===== src/rtl/spi_flash_responder.sv =====
// spi_flash_responder: SPI mode-0 flash target that decodes READ (0x03) and
// JEDEC-ID (0x9F) and streams data from a byte-wide memory read port.
// Optional feature macro: SPI_RESP_FAST_READ_EN enables FAST READ (0x0B),
// which adds 8 dummy clocks between the address and the data phase.
// All SPI pins are oversampled by clk, which must run at least 16x SCLK.

module spi_flash_responder #(
    parameter int          ADDR_W   = 24,
    parameter logic [23:0] JEDEC_ID = 24'hEF4016
) (
    input  logic              clk,
    input  logic              reset_n,
    input  logic              i_sclk,
    input  logic              i_cs_n,
    input  logic              i_mosi,
    output logic              o_miso,
    output logic              o_miso_oe,
    output logic              o_mem_req,
    output logic [ADDR_W-1:0] o_mem_addr,
    input  logic              i_mem_ack,
    input  logic [7:0]        i_mem_rdata,
    output logic              o_busy,
    output logic              o_err
);

    localparam logic [2:0] ST_IDLE   = 3'd0;
    localparam logic [2:0] ST_CMD    = 3'd1;
    localparam logic [2:0] ST_ADDR   = 3'd2;
    localparam logic [2:0] ST_DATA   = 3'd3;
    localparam logic [2:0] ST_JEDEC  = 3'd4;
    localparam logic [2:0] ST_IGNORE = 3'd5;
`ifdef SPI_RESP_FAST_READ_EN
    localparam logic [2:0] ST_DUMMY  = 3'd6;
`endif

    logic sclk_s1, sclk_s2, sclk_d;
    logic cs_s1, cs_s2;
    logic mosi_s1, mosi_s2;

    logic [2:0]  state;
    logic [4:0]  bit_cnt;
    logic [22:0] in_sh;      // incoming opcode/address bits, newest in bit 0
    logic [7:0]  out_sh;     // outgoing byte, bit 7 is on MISO
    logic [7:0]  hold;
    logic        hold_v;
    logic [1:0]  jedec_idx;  // next JEDEC byte to present
    logic        err_q;
`ifdef SPI_RESP_FAST_READ_EN
    logic        fast_q;
`endif

    logic              sclk_rise, sclk_fall;
    logic              ack_fire;
    logic [7:0]        op_byte;
    logic [23:0]       addr_full;
    logic [ADDR_W-1:0] addr_inc;

    // Two-flop synchronizers plus the registered SCLK copy used for edge detection
    always_ff @(posedge clk or negedge reset_n) begin
        if (!reset_n) begin
            sclk_s1 <= 1'b0;
            sclk_s2 <= 1'b0;
            sclk_d  <= 1'b0;
            cs_s1   <= 1'b1;
            cs_s2   <= 1'b1;
            mosi_s1 <= 1'b0;
            mosi_s2 <= 1'b0;
        end else begin
            sclk_s1 <= i_sclk;
            sclk_s2 <= sclk_s1;
            sclk_d  <= sclk_s2;
            cs_s1   <= i_cs_n;
            cs_s2   <= cs_s1;
            mosi_s1 <= i_mosi;
            mosi_s2 <= mosi_s1;
        end
    end

    assign sclk_rise = sclk_s2 & ~sclk_d;
    assign sclk_fall = ~sclk_s2 & sclk_d;
    assign ack_fire  = i_mem_ack & o_mem_req;
    assign op_byte   = {in_sh[6:0], mosi_s2};
    assign addr_full = {in_sh, mosi_s2};
    assign addr_inc  = o_mem_addr + ADDR_W'(1);

    // Protocol FSM, shift registers and memory handshake
    always_ff @(posedge clk or negedge reset_n) begin
        if (!reset_n) begin
            state      <= ST_IDLE;
            bit_cnt    <= 5'd0;
            in_sh      <= 23'd0;
            out_sh     <= 8'h00;
            hold       <= 8'h00;
            hold_v     <= 1'b0;
            jedec_idx  <= 2'd0;
            err_q      <= 1'b0;
            o_miso_oe  <= 1'b0;
            o_mem_req  <= 1'b0;
            o_mem_addr <= '0;
`ifdef SPI_RESP_FAST_READ_EN
            fast_q     <= 1'b0;
`endif
        end else begin
            err_q <= 1'b0;
            // Outside an active data phase an ack only retires the request;
            // its data belongs to an aborted transfer and is dropped.
            if (ack_fire && (cs_s2 || state != ST_DATA)) begin
                o_mem_req <= 1'b0;
            end

            if (cs_s2) begin
                state     <= ST_IDLE;
                bit_cnt   <= 5'd0;
                out_sh    <= 8'h00;
                hold_v    <= 1'b0;
                jedec_idx <= 2'd0;
                o_miso_oe <= 1'b0;
            end else begin
                case (state)
                    ST_IDLE: begin
                        state   <= ST_CMD;
                        bit_cnt <= 5'd0;
                    end

                    ST_CMD: begin
                        if (sclk_rise) begin
                            in_sh   <= {in_sh[21:0], mosi_s2};
                            bit_cnt <= bit_cnt + 5'd1;
                            if (bit_cnt == 5'd7) begin
                                bit_cnt <= 5'd0;
                                case (op_byte)
                                    8'h03: begin
                                        state <= ST_ADDR;
`ifdef SPI_RESP_FAST_READ_EN
                                        fast_q <= 1'b0;
`endif
                                    end
`ifdef SPI_RESP_FAST_READ_EN
                                    8'h0B: begin
                                        state  <= ST_ADDR;
                                        fast_q <= 1'b1;
                                    end
`endif
                                    8'h9F: begin
                                        state     <= ST_JEDEC;
                                        out_sh    <= JEDEC_ID[23:16];
                                        o_miso_oe <= 1'b1;
                                        jedec_idx <= 2'd1;
                                    end
                                    default: begin
                                        state <= ST_IGNORE;
                                        err_q <= 1'b1;
                                    end
                                endcase
                            end
                        end
                    end

                    ST_ADDR: begin
                        if (sclk_rise) begin
                            in_sh   <= {in_sh[21:0], mosi_s2};
                            bit_cnt <= bit_cnt + 5'd1;
                            if (bit_cnt == 5'd23) begin
                                bit_cnt    <= 5'd0;
                                o_mem_addr <= ADDR_W'(addr_full);
`ifdef SPI_RESP_FAST_READ_EN
                                if (fast_q) begin
                                    state <= ST_DUMMY;
                                end else begin
                                    state     <= ST_DATA;
                                    o_mem_req <= 1'b1;
                                end
`else
                                state     <= ST_DATA;
                                o_mem_req <= 1'b1;
`endif
                            end
                        end
                    end

`ifdef SPI_RESP_FAST_READ_EN
                    ST_DUMMY: begin
                        if (sclk_rise) begin
                            bit_cnt <= bit_cnt + 5'd1;
                            if (bit_cnt == 5'd7) begin
                                bit_cnt   <= 5'd0;
                                state     <= ST_DATA;
                                o_mem_req <= 1'b1;
                            end
                        end
                    end
`endif

                    // bit_cnt counts data rises; the fall that follows the 8th rise is
                    // the byte boundary. The fall right after entry sees bit_cnt=0.
                    ST_DATA: begin
                        if (sclk_rise) begin
                            bit_cnt <= bit_cnt + 5'd1;
                        end
                        if (sclk_fall && bit_cnt == 5'd8) begin
                            bit_cnt   <= 5'd0;
                            o_miso_oe <= 1'b1;
                            o_mem_req <= 1'b1;
                            if (hold_v) begin
                                out_sh <= hold;
                                hold_v <= 1'b0;
                            end else if (ack_fire) begin
                                out_sh     <= i_mem_rdata;
                                o_mem_addr <= addr_inc;
                            end else begin
                                out_sh <= 8'h00;
                                err_q  <= 1'b1;
                            end
                        end else begin
                            if (sclk_fall && bit_cnt != 5'd0) begin
                                out_sh <= {out_sh[6:0], 1'b0};
                            end
                            if (ack_fire) begin
                                o_mem_addr <= addr_inc;
                                if (!o_miso_oe) begin
                                    // first byte goes straight to MISO, request stays up
                                    out_sh    <= i_mem_rdata;
                                    o_miso_oe <= 1'b1;
                                end else begin
                                    hold      <= i_mem_rdata;
                                    hold_v    <= 1'b1;
                                    o_mem_req <= 1'b0;
                                end
                            end
                        end
                    end

                    ST_JEDEC: begin
                        if (sclk_rise) begin
                            bit_cnt <= bit_cnt + 5'd1;
                        end
                        if (sclk_fall && bit_cnt == 5'd8) begin
                            bit_cnt <= 5'd0;
                            case (jedec_idx)
                                2'd1: begin
                                    out_sh    <= JEDEC_ID[15:8];
                                    jedec_idx <= 2'd2;
                                end
                                2'd2: begin
                                    out_sh    <= JEDEC_ID[7:0];
                                    jedec_idx <= 2'd3;
                                end
                                default: out_sh <= 8'h00;
                            endcase
                        end else if (sclk_fall && bit_cnt != 5'd0) begin
                            out_sh <= {out_sh[6:0], 1'b0};
                        end
                    end

                    ST_IGNORE: begin
                        state <= ST_IGNORE;
                    end

                    default: begin
                        state <= ST_IDLE;
                    end
                endcase
            end
        end
    end

    assign o_miso = out_sh[7];
    assign o_err  = err_q;
    assign o_busy = (state != ST_IDLE);

endmodule

===== config.mk =====
export PLATFORM = sky130hd
export DESIGN_NAME = spi_flash_responder
export DESIGN_NICKNAME = d
export VERILOG_FILES = /design/src/rtl/spi_flash_responder.sv
export SDC_FILE = /design/constraint.sdc
export NUM_CORES = 1
export LEC_CHECK = 0
export CORE_UTILIZATION = 30
export DETAILED_ROUTE_END_ITERATION = 12
export PLACE_DENSITY_LB_ADDON = 0.05
export SLEW_MARGIN = 20
export SYNTH_ARGS = -nofsm -noshare
export SYNTH_HDL_FRONTEND = slang
export SYNTH_SLANG_ARGS = --single-unit

===== constraint.sdc =====
create_clock -name clk -period 2.95 [get_ports clk]
set_clock_uncertainty 0.2 [all_clocks]
set_input_delay 0.4425 -clock clk [delete_from_list [all_inputs] [get_ports clk]]
set_output_delay 0.4425 -clock clk [all_outputs]
set_load 0.02 [all_outputs]

== Yosys cells after proc, flatten, opt, wreduce, memory -nomap -nowiden ==
Cells that the tools add are included.
Storage, ports and cells
  bits in registers: 84
Cells by class
  bitwise operators: 7
  reductions and logical operators: 27
  muxes and demuxes: 69
  equality and inequality tests: 26
  add/sub/neg operators: 2
Operators with widths (number)
  $mux 24: 5
  $mux 8: 11
  $pmux 24 s2: 1
  $mux 5: 7
  $mux 1: 25
  $add 24x1->24 const B: 1
  $pmux 8 s3: 1
  $ne 3x3->1 const B: 7
  $pmux 5 s4: 1
  $reduce_and 5->1: 4
  $mux 3: 5
  $pmux 3 s5: 1
  $reduce_bool 3->1: 5
  $pmux 7 s2: 1
  $mux 2: 5
  $reduce_bool 5->1: 2
  $eq 8x2->1 const B: 1
  $eq 8x8->1 const B: 1
  $pmux 2 s2: 2
  $reduce_and 4->1: 2
  $eq 3x2->1 const B: 2
  $eq 3x3->1 const B: 2
  $pmux 1 s2: 3
  $pmux 3 s2: 1
  23 further kinds: 35

== Longest topological paths before layout ==
Gate-level depths: netlist (run 1).
  depth in word-level cells: 9
  depth in mapped cells: 9
  mapped depth without buffers: 7

== Least setup slack after synthesis (run 1) ==
No wires, ideal clock.
  kind: flip-flop to flip-flop
  from: reg bit_cnt[0]
  to: reg jedec_idx[0]
  path buffers: 2
  setup time: 79 ps
  period minus slack after synthesis: 2387 ps
  slack: 563 ps
  arrival: 2108 ps
  cell stages (with the launch flop): 10
  cell sequence: dfrtp_1 -> inv_1 -> ha_1 -> or3b_1 -> buf_6 -> or2_1 -> buf_6 -> or3_4 -> a21oi_2 -> mux2i_1
On the way
  word-level cells in the longest chain between the ends: 4
RTL lines
  start, declared: RTL line 41  | logic [4:0] bit_cnt;
  start signal, assigned: RTL line 128  | bit_cnt <= bit_cnt + 5'd1;
  start signal, assigned: RTL line 162  | bit_cnt <= bit_cnt + 5'd1;
  start signal, assigned: RTL line 198  | bit_cnt <= bit_cnt + 5'd1;
  $eq 5x4->1: RTL line 237  | if (sclk_fall && bit_cnt == 5'd8) begin
  $logic_and 1x1->1: RTL line 237
  $ne 3x3->1 (no line)
  $reduce_and 6->1 (no line) (*)
  end signal, assigned: RTL line 148  | jedec_idx <= 2'd1;
  end signal, assigned: RTL line 242  | jedec_idx <= 2'd2;
  end signal, assigned: RTL line 246  | jedec_idx <= 2'd3;
  end, declared: RTL line 46  | logic [1:0] jedec_idx;
Every way passes the cells marked *; elsewhere a longest branch is shown, timed or not.
A chain may end at the register's enable or synchronous reset.

== Final worst setup path (run 1) ==
Same ends and word-level chain as after synthesis.

==> metrics, run 1 <==
VDD IR max=269 uV; unrepaired setup endpoints after global routing=no; DR DRC count=0; DRT Wirelength=12.9 mm; core box area=15300 sq um; Seq/Total Area, Yosys=44.6%; first-pass GRT wire length=21.3 mm; initial core utilization=30.9%; Leak Pwr=0.00233 uW; H-tree depth=3; post-route antenna net violation count=0; CTS tree=yes; hold_sp=mosi_s1$_DFF_PN0_; multiplexer share of the synthesized area=9.42%; highest clock rate=0.385 GHz; largest stage delay on the critical path=0.42 ns; IO buf count=42; cell internal pwr=2000 uW; number of global-route vias before repair=3884; die height=127 um; Syn Inst Count=488; post-synth top area cell=dfrtp_1; Cell Chain, Critical Path=inv_1 -> ha_1 -> or3b_1 -> buf_4 -> or2_1 -> or3_4 -> a21oi_2 -> mux2i_1; r2r startpoint=bit_cnt[0]$_DFFE_PN0P_; synthesized area=4710 sq um; Yosys cell types=68; Worst Path Buf+Inv=2; HP Class=reg -> reg; commonest non-fill, non-tap cell in the layout=dfrtp_1; syn_nets=508; #FFs+latches synth=84; Fin Setup TNS=0 ns; DRT iter0 DRCs=305; share of cells above drive strength 1=15.6%; CP arrival=2.67 ns; Synth Area in Simple Gates=19.7%; hold path cells=0; clk buf depth=2; remaining global-route overflow=0; CTS buffer count=9; critical path peak fanout=8; Synth area leaders=dfrtp_1 (44%), mux2_2 (8.4%), o21ai_0 (3.9%); critical path capture point type=flop; drt wl/cell=17.4 um; Synth Flop Type=dfrtp_1; syn avg cell area=9.66 sq um; Critical Path Start Type=flop; xor/xnor cell area share of the yosys netlist=0.372%; Critical R2R Capture=jedec_idx[0]$_DFFE_PN0P_; worst setup path category=reg -> reg; Hold Crit Endpoint=mosi_s2$_DFF_PN0_; Synth Area in Adders=1.59%; ANT cells=0; commonest cells after routing, fill and taps aside=dfrtp_1 (82), nand2_1 (44), clkdlybuf4s50_1 (41); Placed Area=5390 sq um; Sink Count=84; number of I/O pins=43; initial antenna violation count=0; post-synthesis compound-gate area fraction=20.1%; HPWL Detailed=8.79 mm; Root Driver=clkbuf_16; P_sw=638 uW; maximum number of pins on one net before global-route repair=44; die width=127 um; Ys Warns=0; Hold Vio Cnt, Final=0; CTS clock-pin slew for the worst setup and hold paths=0.06 ns; CTS resizes=0; Final Cell Area=5700 sq um; Worst Max-Slew Pin Slew=0.684 ns; post-layout net count=546; number of synthesized flops with an enable pin=0; FFs w/ async S/R, synth=100%; setup bufs post-CTS=0; Slowest cell on crit path=dfrtp_1; Max Cap Viol=0; # rows=45; R2R depth=8; First-pass DRT Iterations=4; hold_buf cts=1; Slew Viols, Final=0; pre-CTS setup slack=0.350 ns; combinational share of power=8.1%; Sw Share=24.2%; Clk Latency, worst-skew pair=0.35 ns; WP data required=3.02 ns; Via density=5.27; setup ws final=0.352 ns; die footprint=16200 sq um; Pwr Density=463 nW/um^2; Clock Power Share=44.3%; Sequential Power Share=47.6%; global placer's final weighted congestion=0.776; Via Count=3909; Layout area overhead=21.0%; reg2reg setup slack=0.35 ns; status=finished, final reports clean; CP top delay family=simple AND/OR/NAND/NOR gates; Yosys top cell area share=43.5%; Power, Total=2640 uW; main combinational cell family by area after synthesis=compound AO/OA/AOI/OAI gates; Final Setup Violations=0; crit share post-route=88.1%; Final min period=2.60 ns; GRT Util Overall=17.0%; Rel. slew slack=53.2%
synth_stat cells (4+ instances only):
cell	number
o22a_1	5
ha_1	6
a31oi_1	12
a21oi_1	33
a311oi_1	6
nor4_1	6
a211oi_1	5
nor3_1	14
o21ai_0	37
and3_1	5
inv_1	10
mux2i_1	5
clkbuf_1	20
and2_1	6
nand2b_1	4
buf_6	4
buf_2	6
nand4_1	8
dfrtp_1	82
nand2_1	44
o22ai_1	8
and4_1	5
nor2_1	37
nand3_1	16
mux2_2	35
sequential cells by signal, summed over array words and instances (netlist names):
register	cells
bit_cnt	5
cs_s1	1
cs_s2	1
hold	8
hold_v	1
in_sh	23
jedec_idx	2
mosi_s1	1
mosi_s2	1
o_err	1
o_mem_addr	24
o_mem_req	1
o_miso_oe	1
out_sh	8
sclk_d	1
sclk_s1	1
sclk_s2	1
state	3
metrics by stage:
stage | instances | util, % | hold WS, ns
floorplan | 488 | - | -0.0531
global placement | 725 | 35.3 | 0.137
detailed placement | 725 | 35.3 | 0.135
CTS | 742 | 37.4 | 0.149
global route | 742 | 37.4 | 0.154
finish | 742 | 37.4 | 0.148
power groups by stage:
stage / Combinational [uW] / Clock, uW / Sequential, uW
3_3_place_gp: 216 / 0 / 1270
6_report: 214 / 1170 / 1260
5_1_grt: 241 / 1250 / 1270
2_1_floorplan: 133 / 0 / 1260
4_1_cts: 218 / 1220 / 1260
3_5_place_dp: 216 / 0 / 1280
cell families (layout without fill, tap and decap cells):
| group | after synthesis | in the layout |
|---|---|---|
| and+or+nand+nor | 173 | 173 |
| AOI/OAI and AO/OA | 142 | 142 |
| DFF | 84 | 84 |
| buffers and inverters | 41 | 84 |
| muxes | 40 | 40 |
| adders and majority gates | 6 | 6 |
| xor gates and xnor gates | 2 | 2 |
worst max-delay path by stage:
stage / start / end / cells past startpoint
2_1_floorplan: bit_cnt[0]$_DFFE_PN0P_ / jedec_idx[0]$_DFFE_PN0P_ / 9
3_5_place_dp: i_mem_ack / hold[7]$_DFFE_PN0P_ / 5
4_1_cts: bit_cnt[0]$_DFFE_PN0P_ / jedec_idx[0]$_DFFE_PN0P_ / 8
6_report: bit_cnt[0]$_DFFE_PN0P_ / jedec_idx[0]$_DFFE_PN0P_ / 8
3_3_place_gp: i_mem_ack / hold[1]$_DFFE_PN0P_ / 5
5_1_grt: bit_cnt[0]$_DFFE_PN0P_ / jedec_idx[0]$_DFFE_PN0P_ / 8
cell type report:
type | count | area [sq um]
Tap cell | 211 | 264
Fill cell | 1554 | 9560
Timing Repair Buffer | 58 | 578
Multi-Input combinational cell | 363 | 2410
Clock inverter | 4 | 47.5
Sequential cell | 84 | 2100
Inverter | 10 | 37.5
Clock buffer | 12 | 256
layer usage:
metal  part of all wire (%)  vias up  routed length [um]  track usage, %
met2                     46       64                5930            27.0
met4                    1.6        0                 210            7.07
li1                       -     1906                   -               -
met5                      0        -                   0               0
met3                    3.0       14                 393            2.60
met1                     49     1925                6400            23.0
Note: power is estimated with default switching activity, not from simulation.
==> run 2: changes to the inputs <==
- PLACE_DENSITY: default -> 0.52
- PLACE_DENSITY_LB_ADDON: 0.05 -> default
==> run 2 against run 1 <==
Fmax is 0.70% lower. Global-route usage is 0.55 points lower. First-iteration DRC count fell by 5.9%. Register-to-register slack got worse by 0.02 ns. Count of clock-buffer cells in the layout decreased by 1. Non-clock buffer count is 2 higher. Cell area hardly changed. Core utilization is essentially flat. Final cell count is 0.27% higher. Power increased by 2.1%. Routed wire length shrank 3.4%. Via count is 2.0% higher. Critical path type unchanged. Highest routed layer unchanged.
==> metrics, run 2 (synthesis results as in run 1) <==
IO buf count=42 (unchanged); Via density=5.36 (was 5.27); Worst Path Buf+Inv=2 (unchanged); DR DRC count=0 (unchanged); largest stage delay on the critical path=0.42 ns (about the same); drt wl/cell=16.8 um (was 17.4 um); Layout area overhead=21.0% (about the same); die width=127 um (unchanged); M3 GR Usage=4.61% (was 2.60%); DRT iter0 DRCs=287 (was 305); number of global-route vias before repair=4006 (was 3884); CTS tree=yes (unchanged); Pwr Density=472 nW/um^2 (was 463 nW/um^2); Worst Max-Slew Pin Slew=0.658 ns (was 0.684 ns); CTS buffer count=9 (unchanged); global placer's final weighted congestion=0.809 (was 0.776); initial antenna violation count=0 (unchanged); first-pass GRT wire length=21.0 mm (was 21.3 mm); Via Count=3989 (was 3909); routing usage on met2=26.5% (was 27.0%); VDD IR max=258 uV (was 269 uV); unrepaired setup endpoints after global routing=no (unchanged); Slew Viols, Final=0 (unchanged); post-route antenna net violation count=0 (unchanged); commonest cells after routing, fill and taps aside=dfrtp_1 (82), nand2_1 (44), clkdlybuf4s50_1 (41) (unchanged); critical path peak fanout=8 (unchanged); Fin Setup TNS=0 ns (unchanged); core box area=15300 sq um (unchanged); initial core utilization=30.9% (unchanged); share of cells above drive strength 1=15.9% (was 15.6%); worst setup path category=reg -> reg (unchanged); Cell Chain, Critical Path=inv_1 -> ha_1 -> or3b_1 -> buf_4 -> or2_1 -> or3_4 -> a21oi_2 -> mux2i_1 (unchanged); max reg flops=24 (unchanged); Final min period=2.62 ns (was 2.60 ns); ANT cells=0 (unchanged); Hold Vio Cnt, Final=0 (unchanged); CP arrival=2.68 ns (was 2.67 ns); hold_sp=mosi_s1$_DFF_PN0_ (unchanged); commonest non-fill, non-tap cell in the layout=dfrtp_1 (unchanged); # rows=45 (unchanged); met1 usage=21.8% (was 23.0%); HPWL Detailed=8.49 mm (was 8.79 mm); maximum number of pins on one net before global-route repair=49 (was 44); Clk Latency, worst-skew pair=0.34 ns (was 0.35 ns); number of I/O pins=43 (unchanged); clk buf depth=2 (unchanged); Max Cap Viol=0 (unchanged); Final Setup Violations=0 (unchanged); remaining global-route overflow=0 (unchanged); post-layout net count=548 (was 546); Largest Register=o_mem_addr (unchanged); Critical Path Start Type=flop (unchanged); First-pass DRT Iterations=4 (unchanged); highest clock rate=0.382 GHz (was 0.385 GHz); die height=127 um (unchanged); Leak Pwr=0.00234 uW (was 0.00233 uW); Worst Setup SP=bit_cnt[0]$_DFFE_PN0P_ (unchanged); CTS clock-pin slew for the worst setup and hold paths=0.06 ns (about the same); Root Driver=clkbuf_16 (unchanged); Power, Total=2690 uW (was 2640 uW); Slowest cell on crit path=dfrtp_1 (unchanged); die footprint=16200 sq um (unchanged); Worst Hold Slack=0.153 ns (was 0.148 ns); Largest regs=o_mem_addr x24, in_sh x23 (unchanged); DRT Wirelength=12.5 mm (was 12.9 mm); critical path capture point type=flop (unchanged); HP Class=reg -> reg (unchanged); r2r startpoint=bit_cnt[0]$_DFFE_PN0P_ (unchanged); most crowded layer after global routing=met2 (unchanged); CP top delay family=simple AND/OR/NAND/NOR gates (unchanged); status=finished, final reports clean (unchanged); Rel. slew slack=55.0% (was 53.2%); H-tree depth=3 (unchanged); Sink Count=84 (unchanged); fillcell total=1529 (was 1554); crit share post-route=88.7% (was 88.1%); setup bufs post-CTS=0 (unchanged); WP data required=3.01 ns (was 3.02 ns); GRT Util Overall=16.4% (was 17.0%)
[run 2: cell count changes in the layout (fill, tap and decap cells not counted), sizes merged]
cell,change
clkinvlp,-1
clkbuf,-1
bufinv,+1
buf,+2
clkinv,+1
[run 2: area by class of cell]
| cell class | instances | area (sq um) | area share, % |
|---|---|---|---|
| clock inverters | 5 | 75.1 | 1.32 |
| well taps | 211 | 264 | 4.63 |
| flip-flops and latches | 84 | 2100 | 36.9 |
| clock buffers | 11 | 243 | 4.25 |
| inverters | 10 | 37.5 | 0.658 |
| multi-input cells | 363 | 2410 | 42.3 |
| repair buffers | 60 | 568 | 9.95 |
[run 2: repair_timing]
action / 4_1_cts / 5_1_grt
endpoints found under the hold margin: 44 / 0
gates resized for setup: 0 / 0
hold buffers: 1 / 0
[run 2: routing by layer]
| layer | share of wire [%] | up-vias |
|---|---|---|
| li1 | - | 1900 |
| met1 | 46 | 1985 |
| met2 | 48 | 98 |
| met3 | 5.4 | 6 |
| met4 | 0.50 | 0 |
| met5 | 0 | - |
[run 2: path summary, 6_finish.rpt]
path                       slack, ns                       end  cells after the start
min                             0.15         mosi_s2$_DFF_PN0_                      0
min in group asynchronous       0.49       o_mem_req$_DFF_PN0_                      2
max in group asynchronous       1.43        hold_v$_DFFE_PN0P_                      3
max reg2reg                     0.33  jedec_idx[0]$_DFFE_PN0P_                      8
max                             0.33  jedec_idx[0]$_DFFE_PN0P_                      8
min reg2reg                     0.15         mosi_s2$_DFF_PN0_                      0
[run 2: power by group]
group	internal (uW)	switching, uW
sequential	1200	54.4
combinational	101	116
clock	761	461
total	2060	632
[run 2: metrics by stage]
| stage | instance area, sq um | utilization [%] | worst slack, ns | cells |
|---|---|---|---|---|
| floorplan | 4710 | - | 0.563 | 488 |
| CTS | 5710 | 37.4 | 0.331 | 744 |
| detailed placement | 5380 | 35.3 | 0.297 | 727 |
| global route | 5710 | 37.4 | 0.205 | 744 |
| finish | 5710 | 37.4 | 0.334 | 744 |
| global placement | 5380 | 35.3 | 0.345 | 727 |
[run 2: worst register-to-register path, stage by stage, from the launching register on]
cell and delay (ns):
dfrtp_1 0.42, inv_1 0.07, ha_1 0.13, or3b_1 0.36, buf_4 0.18, or2_1 0.35
or3_4 0.42, a21oi_2 0.19, mux2i_1 0.21
